$ cat src/rtl/uart_apb_bridge_pkg.sv
// Shared types and byte codes for the UART-to-APB command bridge.
package uart_apb_bridge_pkg;

  typedef enum logic [2:0] {
    IDLE,
    ADDR,
    DATA,
    SETUP,
    ACCESS,
    RESP,
    RDATA
  } state_t;

  localparam logic [7:0] CMD_WR  = 8'h57;  // 'W'
  localparam logic [7:0] CMD_RD  = 8'h52;  // 'R'
  localparam logic [7:0] RSP_OK  = 8'h4B;  // 'K'
  localparam logic [7:0] RSP_ERR = 8'h45;  // 'E'

endpackage

$ cat src/rtl/uart_apb_bridge_if.sv
// Byte-stream (rx/tx) and APB signal bundle. The bridge uses the master view;
// the environment (UART byte path plus APB slave) uses the slave view.
interface uart_apb_bridge_if #(
  parameter int APB_AW = 32
);
  logic [7:0]        rx_data;
  logic              rx_valid;
  logic              rx_ready;
  logic [7:0]        tx_data;
  logic              tx_valid;
  logic              tx_ready;
  logic              psel;
  logic              penable;
  logic [APB_AW-1:0] paddr;
  logic              pwrite;
  logic [31:0]       pwdata;
  logic [3:0]        pstrb;
  logic [31:0]       prdata;
  logic              pready;
  logic              pslverr;

  modport master (
    input  rx_data, rx_valid, tx_ready, prdata, pready, pslverr,
    output rx_ready, tx_data, tx_valid, psel, penable, paddr, pwrite, pwdata, pstrb
  );

  modport slave (
    output rx_data, rx_valid, tx_ready, prdata, pready, pslverr,
    input  rx_ready, tx_data, tx_valid, psel, penable, paddr, pwrite, pwdata, pstrb
  );
endinterface

$ cat src/rtl/uart_apb_bridge.sv
// UART byte-stream command decoder acting as APB master.
// 'W' a3 a2 a1 a0 d3 d2 d1 d0 -> APB write, reply 'K' (or 'E').
// 'R' a3 a2 a1 a0             -> APB read,  reply 'K' d3 d2 d1 d0 (or 'E').
// A stalled frame (no byte for TIMEOUT_CYC cycles) is dropped silently.
module uart_apb_bridge
  import uart_apb_bridge_pkg::*;
#(
  parameter int TIMEOUT_CYC = 100000,
  parameter int APB_AW      = 32
) (
  input  logic               clk,
  input  logic               rst,
  uart_apb_bridge_if.master  bus,
  output logic               busy,
  output logic               frame_timeout
);

  localparam int TW = (TIMEOUT_CYC > 1) ? $clog2(TIMEOUT_CYC) : 1;
  localparam logic [TW-1:0] TMO_LAST = TW'(TIMEOUT_CYC - 1);

  state_t            state_q, state_d;
  logic [1:0]        cnt_q, cnt_d;
  logic [TW-1:0]     tmo_q, tmo_d;
  logic [APB_AW-1:0] paddr_q, paddr_d;
  logic [31:0]       pwdata_q, pwdata_d;
  logic              pwrite_q, pwrite_d;
  logic              err_q, err_d;
  logic [31:0]       rdata_q, rdata_d;
  logic              tx_valid_q, tx_valid_d;
  logic [7:0]        tx_data_q, tx_data_d;
  logic              tmo_pulse_q, tmo_pulse_d;

  logic rx_fire, tx_fire;

  // Input side is only open while collecting a frame; held closed in reset.
  assign bus.rx_ready = rst && (state_q inside {IDLE, ADDR, DATA});
  assign rx_fire      = bus.rx_valid && bus.rx_ready;
  assign tx_fire      = tx_valid_q && bus.tx_ready;

  // APB strobes decode straight from the state flop so reset kills them at once.
  assign bus.psel     = (state_q == SETUP) || (state_q == ACCESS);
  assign bus.penable  = (state_q == ACCESS);
  assign bus.paddr    = paddr_q;
  assign bus.pwrite   = pwrite_q;
  assign bus.pwdata   = pwdata_q;
  assign bus.pstrb    = 4'hF;
  assign bus.tx_data  = tx_data_q;
  assign bus.tx_valid = tx_valid_q;
  assign busy          = (state_q != IDLE);
  assign frame_timeout = tmo_pulse_q;

  // State and datapath registers.
  always_ff @(posedge clk or negedge rst) begin
    if (!rst) begin
      state_q     <= IDLE;
      cnt_q       <= '0;
      tmo_q       <= '0;
      paddr_q     <= '0;
      pwdata_q    <= '0;
      pwrite_q    <= 1'b0;
      err_q       <= 1'b0;
      rdata_q     <= '0;
      tx_valid_q  <= 1'b0;
      tx_data_q   <= '0;
      tmo_pulse_q <= 1'b0;
    end else begin
      state_q     <= state_d;
      cnt_q       <= cnt_d;
      tmo_q       <= tmo_d;
      paddr_q     <= paddr_d;
      pwdata_q    <= pwdata_d;
      pwrite_q    <= pwrite_d;
      err_q       <= err_d;
      rdata_q     <= rdata_d;
      tx_valid_q  <= tx_valid_d;
      tx_data_q   <= tx_data_d;
      tmo_pulse_q <= tmo_pulse_d;
    end
  end

  // Next-state and datapath updates. rdata_q is shifted left as bytes go out,
  // so the next read byte is always rdata_q[31:24].
  always_comb begin
    state_d     = state_q;
    cnt_d       = cnt_q;
    tmo_d       = tmo_q;
    paddr_d     = paddr_q;
    pwdata_d    = pwdata_q;
    pwrite_d    = pwrite_q;
    err_d       = err_q;
    rdata_d     = rdata_q;
    tx_valid_d  = tx_valid_q;
    tx_data_d   = tx_data_q;
    tmo_pulse_d = 1'b0;
    case (state_q)
      IDLE: begin
        if (rx_fire) begin
          if (bus.rx_data == CMD_WR || bus.rx_data == CMD_RD) begin
            state_d  = ADDR;
            pwrite_d = (bus.rx_data == CMD_WR);
            cnt_d    = '0;
            tmo_d    = '0;
            err_d    = 1'b0;
          end else begin
            state_d    = RESP;
            err_d      = 1'b1;
            tx_valid_d = 1'b1;
            tx_data_d  = RSP_ERR;
          end
        end
      end
      ADDR: begin
        if (rx_fire) begin
          paddr_d = APB_AW'({paddr_q, bus.rx_data});
          cnt_d   = cnt_q + 2'd1;
          tmo_d   = '0;
          if (cnt_q == 2'd3) state_d = pwrite_q ? DATA : SETUP;
        end else if (tmo_q == TMO_LAST) begin
          state_d     = IDLE;
          tmo_pulse_d = 1'b1;
        end else begin
          tmo_d = tmo_q + 1'b1;
        end
      end
      DATA: begin
        if (rx_fire) begin
          pwdata_d = {pwdata_q[23:0], bus.rx_data};
          cnt_d    = cnt_q + 2'd1;
          tmo_d    = '0;
          if (cnt_q == 2'd3) state_d = SETUP;
        end else if (tmo_q == TMO_LAST) begin
          state_d     = IDLE;
          tmo_pulse_d = 1'b1;
        end else begin
          tmo_d = tmo_q + 1'b1;
        end
      end
      SETUP: state_d = ACCESS;
      ACCESS: begin
        if (bus.pready) begin
          rdata_d    = bus.prdata;
          err_d      = bus.pslverr;
          tx_valid_d = 1'b1;
          tx_data_d  = bus.pslverr ? RSP_ERR : RSP_OK;
          state_d    = RESP;
        end
      end
      RESP: begin
        if (tx_fire) begin
          if (!pwrite_q && !err_q) begin
            state_d   = RDATA;
            cnt_d     = '0;
            tx_data_d = rdata_q[31:24];
            rdata_d   = {rdata_q[23:0], 8'h00};
          end else begin
            state_d    = IDLE;
            tx_valid_d = 1'b0;
          end
        end
      end
      RDATA: begin
        if (tx_fire) begin
          cnt_d = cnt_q + 2'd1;
          if (cnt_q == 2'd3) begin
            state_d    = IDLE;
            tx_valid_d = 1'b0;
          end else begin
            tx_data_d = rdata_q[31:24];
            rdata_d   = {rdata_q[23:0], 8'h00};
          end
        end
      end
      default: state_d = IDLE;
    endcase
  end

endmodule

$ cat src/flat_wrapper.sv
// flat-port wrapper written by rule: the top's interface ports become plain ports
module uart_apb_bridge_flat import uart_apb_bridge_pkg::*;
#(
  parameter int TIMEOUT_CYC = 100000,
  parameter int APB_AW      = 32
)
  (clk, rst, busy, frame_timeout, bus_rx_data, bus_rx_valid, bus_tx_ready, bus_prdata, bus_pready, bus_pslverr, bus_rx_ready, bus_tx_data, bus_tx_valid, bus_psel, bus_penable, bus_paddr, bus_pwrite, bus_pwdata, bus_pstrb);
  uart_apb_bridge_if #(.APB_AW(APB_AW)) bus_i ();
  input  logic clk;
  input  logic rst;
  output logic busy;
  output logic frame_timeout;
  input wire logic [$bits(bus_i.rx_data)-1:0] bus_rx_data;
  input wire logic [$bits(bus_i.rx_valid)-1:0] bus_rx_valid;
  input wire logic [$bits(bus_i.tx_ready)-1:0] bus_tx_ready;
  input wire logic [$bits(bus_i.prdata)-1:0] bus_prdata;
  input wire logic [$bits(bus_i.pready)-1:0] bus_pready;
  input wire logic [$bits(bus_i.pslverr)-1:0] bus_pslverr;
  output wire logic [$bits(bus_i.rx_ready)-1:0] bus_rx_ready;
  output wire logic [$bits(bus_i.tx_data)-1:0] bus_tx_data;
  output wire logic [$bits(bus_i.tx_valid)-1:0] bus_tx_valid;
  output wire logic [$bits(bus_i.psel)-1:0] bus_psel;
  output wire logic [$bits(bus_i.penable)-1:0] bus_penable;
  output wire logic [$bits(bus_i.paddr)-1:0] bus_paddr;
  output wire logic [$bits(bus_i.pwrite)-1:0] bus_pwrite;
  output wire logic [$bits(bus_i.pwdata)-1:0] bus_pwdata;
  output wire logic [$bits(bus_i.pstrb)-1:0] bus_pstrb;
  assign bus_i.rx_data = bus_rx_data;
  assign bus_i.rx_valid = bus_rx_valid;
  assign bus_i.tx_ready = bus_tx_ready;
  assign bus_i.prdata = bus_prdata;
  assign bus_i.pready = bus_pready;
  assign bus_i.pslverr = bus_pslverr;
  assign bus_rx_ready = bus_i.rx_ready;
  assign bus_tx_data = bus_i.tx_data;
  assign bus_tx_valid = bus_i.tx_valid;
  assign bus_psel = bus_i.psel;
  assign bus_penable = bus_i.penable;
  assign bus_paddr = bus_i.paddr;
  assign bus_pwrite = bus_i.pwrite;
  assign bus_pwdata = bus_i.pwdata;
  assign bus_pstrb = bus_i.pstrb;
  uart_apb_bridge #(.TIMEOUT_CYC(TIMEOUT_CYC), .APB_AW(APB_AW)) u_core (.clk(clk), .rst(rst), .bus(bus_i), .busy(busy), .frame_timeout(frame_timeout));
endmodule
$ cat config.mk
export PLATFORM = sky130hd
export DESIGN_NAME = uart_apb_bridge_flat
export DESIGN_NICKNAME = d
export VERILOG_FILES = /design/src/rtl/uart_apb_bridge_pkg.sv /design/src/rtl/uart_apb_bridge_if.sv /design/src/rtl/uart_apb_bridge.sv /design/src/flat_wrapper.sv
export SDC_FILE = /design/constraint.sdc
export NUM_CORES = 1
export LEC_CHECK = 0
export ABC_AREA = 1
export CORE_MARGIN = 8
export CORE_UTILIZATION = 56
export DETAILED_ROUTE_END_ITERATION = 12
export PLACE_DENSITY = 0.86
export SYNTH_ARGS = -nofsm -noshare
export SYNTH_HDL_FRONTEND = slang
export SYNTH_SLANG_ARGS = --single-unit
$ cat constraint.sdc
create_clock -name clk -period 4.35 [get_ports clk]
set_input_delay 0.87 -clock clk [delete_from_list [all_inputs] [get_ports clk]]
set_output_delay 0.87 -clock clk [all_outputs]
set_load 0.01 [all_outputs]
-- Word-level counts from Yosys, hierarchy flattened
Index checks and enable logic that the tools add are counted.
- mux-type cells: 56
- equal/unequal tests: 24
- add/subtract/negate cells: 2
- reduce and logical (&&, ||, !) cells: 27
- operators by type and width (operator ; number):
    two-way mux 32 bit ; 5
    one-hot mux 32 bit (3 select lines) ; 1
    two-way mux 17 bit ; 4
    two-way mux 8 bit ; 7
    two-way mux 3 bit ; 12
    one-hot mux 17 bit (2 select lines) ; 1
    one-hot mux 8 bit (4 select lines) ; 1
    one-hot mux 3 bit (7 select lines) ; 1
    adder 17 x 1 -> 17 bit, second input constant ; 1
    == test 17 bit, second input constant ; 1
    == test 8 x 7 -> 1 bit, second input constant ; 2
    AND reduction 8 bit ; 2
    two-way mux 1 bit ; 14
    AND reduction 7 bit ; 2
    two-way mux 2 bit ; 6
    != test 2 x 1 -> 1 bit, second input constant ; 6
    != test 2 bit, second input constant ; 5
    == test 3 bit, second input constant ; 3
    nonzero test 3 bit ; 3
    one-hot mux 2 bit (4 select lines) ; 1
    nonzero test 4 bit ; 2
    == test 3 x 2 -> 1 bit, second input constant ; 2
    != test 3 bit, second input constant ; 2
    AND reduction 3 bit ; 2
    16 further kinds ; 23
- logic and storage cells: 120
- register bits: 130
- input bits: 46
- output and inout bits: 83

-- Depth between registers and ports, before layout
- depth in word-level cells: 6
- mapped depth: 12
- depth with buffers taken out: 12

-- Worst setup path before layout
Ideal clock, no wire load.
- path type: input to register
- start point: input port rst
- end point: register u_core.tmo_q[9]
- path buffers: 1
- cell stages on the path: 8
- path slack: 2.358 ns
- data required time: 4.233 ns
- library setup time: 0.117 ns
- arrival time: 1.875 ns
- path through: inv_1 > nor3_4 > nand3_2 > nand2_2 > o21ai_4 > buf_6 > nand2_1 > nand2_1
- cells in the longest elaborated chain, start to end: 4
- elaborated cells between the ends (all ways): 7
- those cells by class: 2 x eq/ne; 2 x mux; 3 x reduce/logical
- ends and longest elaborated chain (item ; RTL line ; text):
    start, declared ; flat_wrapper.sv:10 ; input logic rst;
    logical AND 1 bit * ; uart_apb_bridge.sv:36 ; assign bus.rx_ready = rst && (state_q inside {IDLE, ADDR, DATA});
    logical AND 1 bit * ; uart_apb_bridge.sv:37 ; assign rx_fire = bus.rx_valid && bus.rx_ready;
    != test 3 x 2 -> 1 bit (no line), or another cell as far along ; -- ;
    AND reduction 4 bit (no line) / one-hot mux 17 bit (2 select lines) (equally long branches) ; -- ;
    end signal, assigned ; uart_apb_bridge.sv:69 ; tmo_q <= tmo_d;
    end, declared ; uart_apb_bridge.sv:23 ; logic [TW-1:0] tmo_q, tmo_d;
Every way passes the cells marked *; elsewhere a longest branch is shown, timed or not.
A chain may end at the register's enable or synchronous reset.

-- Worst setup path in the final report
- start point: register u_core.state_q[1]
- end point: register u_core.rdata_q[22]
- cells in the longest elaborated chain, start to end: 3
- elaborated cells between the ends (all ways): 11
- those cells by class: 8 x eq/ne; 1 x mux; 2 x reduce/logical
- ends and longest elaborated chain (item ; RTL line ; text):
    start, declared ; uart_apb_bridge.sv:21 ; state_t state_q, state_d;
    start signal, assigned ; uart_apb_bridge.sv:67 ; state_q <= state_d;
    == test 3 bit ; uart_apb_bridge.sv:95 ; case (state_q)
    != test 2 bit (no line), or another cell as far along ; -- ;
    AND reduction 6 bit (no line) ; -- ;
    end signal, assigned ; uart_apb_bridge.sv:74 ; rdata_q <= rdata_d;
    end, declared ; uart_apb_bridge.sv:28 ; logic [31:0] rdata_q, rdata_d;
Several ways; a longest one is shown, not always the timed one.

==> impl_metrics.toml <==
[sta]
worst_slew_pin_slew_ns = 0.902
tns_ns = 0
skew_ns = 0.00411
timing_hold_violations_final = 0
drv_slew = 0
setup_viol = 0
rsz0062_at_grt = "false"
period_share_pct = 70.6
whs_ns = 0.478
fmax_ghz = 0.326
fin_crit_ns = 3.07
relSlewSlack_pct = 39.9

[cts]
ctsHoldBuffers = 0
post_cts_buffers = 0
cts.htree.levels = 4
clock-sinks = 130
clock-root-buffer = "clkbuf_16"
tritoncts = "yes"
worstSkewPairLatency_ns = 0.41
cts_buffers = 17
cts_max_path_buffers = 2
clk_pin_slew_ns = 0.06
ctsResizeCount = 0

[setup_path]
path_buf_inv = 1
cp_slowest_cell = "nand4_4"
worstSetupEndpointType = "register"
arrival_ns = 3.34
worstPathRequired_ns = 4.62
crit_path_frequent_cell = "nand2_1"
rrSetupSlack_ns = 1.28
crit_type = "reg -> reg"
path_cells = "nand3_2 > nand2_2 > inv_2 > nand2_1 > nand4_4 > nand2_1 > o21ai_1"
cp_max_fo = 64
cp-start-kind = "register"
cpPeakStageDelay_ns = 0.65
cp_top_family = "simple AND/OR/NAND/NOR gates"

[global_routing]
grt.total_usage_pct = 21.7
antenna_found_initial = 0
grt_pass1_wl_mm = 25.8
grt_max_degree = 73
gr-total-overflow = 0
grt_pass1_vias = 5283

[detailed_routing]
drtIter0Drc = 478
post-route-drc-count = 0
avgRoutedWirePerCell_um = 15.3
firstDrtPassIters = 6
ant_nets = 0
vias = 5309
drt-total-wl_mm = 15.8
viasPerCell = 5.16

[yosys]
yosysSeqAreaShare_pct = 50.8
synth.yosys.warnings = 0
syn_avg_cell_area_um2 = 8.48
synth_cell_types = 42
syn_inst = 755
ys_ff_latch = 130
synth_area_um2 = 6400

[cells_and_area]
stdcell_area_um2 = 8250
drive_gt1_share_pct = 11.9
antennaDiodeCount = 0
fin_nets = 922
syn_to_final_growth_pct = 28.9
fin_util_pct = 73.2
nFillCells = 818

[placement]
dpl_cell_area_um2 = 7670
place.gp.congestion = 0.947
hpwl_mm = 10.9
io_buffers = 124

[floorplanning]
die_h_um = 123
core_area_um2 = 11300
core.rowCount = 39
start_util_pct = 56.8
design.portCount = 129
die_area_um2 = 15100
dieWidth_um = 123

[pwr]
p_leak_nw = 4.17
max-vdd-ir-drop_mv = 0.481
p_per_area_nw_per_um2 = 655

[status]
status = "complete, no violations"

[hold_path]
worstHoldPathType = "reg -> reg"

[job]
drv_cap = 0
## cells in the final DEF (no fill, tap or decap), types with 2 or more instances in the layout
cell,instances
a21oi_1,11
buf_4,4
bufinv_16,2
clkbuf_1,2
clkbuf_16,17
clkbuf_8,3
clkdlybuf4s50_1,123
clkinv_2,3
clkinvlp_4,3
conb_1,4
dfrtp_1,130
ha_1,2
inv_1,65
inv_2,7
mux2_2,10
mux2_4,20
mux2i_1,2
nand2_1,272
nand2_2,10
nand2_4,3
nand3_1,23
nand3_2,3
nand3b_1,4
nand4_1,9
nor2_1,49
nor2_2,3
nor2_4,3
nor3_1,6
o21ai_0,33
o21ai_1,34
or2_2,6
xor2_1,6
## tightest hold or removal path, delay by kind of cell, from the launching register on
kind	cells	cell delay, ns
DFF	1	0.34
and+or+nand+nor	2	0.11
## state kept, by name, summed over array words and instances, names as in the netlist
register	count
u_core.cnt_q	2
u_core.tmo_q	17
u_core.bus.tx_data	8
u_core.bus.pwdata	32
u_core.err_q	1
u_core.rdata_q	32
u_core.bus.pwrite	1
u_core.bus.paddr	32
u_core.state_q	3
u_core.frame_timeout	1
u_core.bus.tx_valid	1
## path summary, 6_finish.rpt
kind                            cells past startpoint                    end                   from
max in group asynchronous                           3   u_core.bus.paddr[28]                    rst
min in group asynchronous                           2      u_core.rdata_q[1]                    rst
worst min register to register                      2  u_core.bus.tx_data[3]  u_core.bus.tx_data[3]
worst min-delay path                                2  u_core.bus.tx_data[3]  u_core.bus.tx_data[3]
worst max register to register                      7     u_core.rdata_q[22]      u_core.state_q[1]
worst max-delay path                                7     u_core.rdata_q[22]      u_core.state_q[1]
## cells by family (layout without fill, tap and decap cells)
kind of cell	after synthesis	in the layout	share of synthesized area, %
buffers and inverters	103	231	7.13
flip-flops	130	130	50.8
AND/OR/NAND/NOR	397	397	26.9
AO/OA/AOI/OAI	84	84	7.12
XOR/XNOR	6	6	0.821
multiplexers	32	32	6.76
other	1	4	0.0586
adder cells (fa/ha/maj)	2	2	0.391
## per-layer routing
layer	up-vias	wire length [um]	track usage (%)
li1	2618	-	-
met1	2484	6540	26.1
met2	188	7670	36.8
met3	19	1360	6.07
met4	0	218	7.39
met5	-	0	0
## cell type report
| class | count | area [um2] | share of cell area (%) |
|---|---|---|---|
| clock inverters | 9 | 106 | 1.29 |
| clock buffers | 22 | 474 | 5.75 |
| repair buffers | 127 | 1260 | 15.3 |
| multi-input cells | 525 | 2700 | 32.8 |
| inverters | 73 | 274 | 3.32 |
| well taps | 143 | 179 | 2.17 |
| flip-flops and latches | 130 | 3250 | 39.4 |
## cell usage after synthesis, drive strengths merged
master,instances,area share (%)
ha,2,0.39
nand4,10,1.2
clkbuf,2,0.12
o21bai,1,0.12
nor2,55,3.7
and2,1,0.098
xor2,6,0.82
a31o,1,0.14
buf,28,2.7
inv,72,4.2
nand3b,5,0.65
clkinv,1,0.059
or2,7,0.68
mux2i,2,0.31
mux2,30,6.5
nor3b,1,0.12
o21ai,68,5.5
nand3,26,2.3
nand2,285,17
conb,1,0.059
nor3,7,0.72
dfrtp,130,51
a21oi,13,1.3
o211ai,1,0.12
## per-stage QoR
step           cells  setup slack (ns)  total power (W)
2_1_floorplan    758              2.36          0.00322
3_3_place_gp     998              1.43          0.00394
3_5_place_dp     998              1.34          0.00402
4_1_cts         1029              1.30          0.00545
5_1_grt         1029             0.978          0.00579
6_report        1029              1.28          0.00540
## power by group
part	internal (W)	switching, W
Clock	0.000882	0.000507
Combinational	0.000894	0.00125
Sequential	0.00161	0.000268
Total	0.00338	0.00202
No activity file was read; power rests on OpenSTA's default activity.
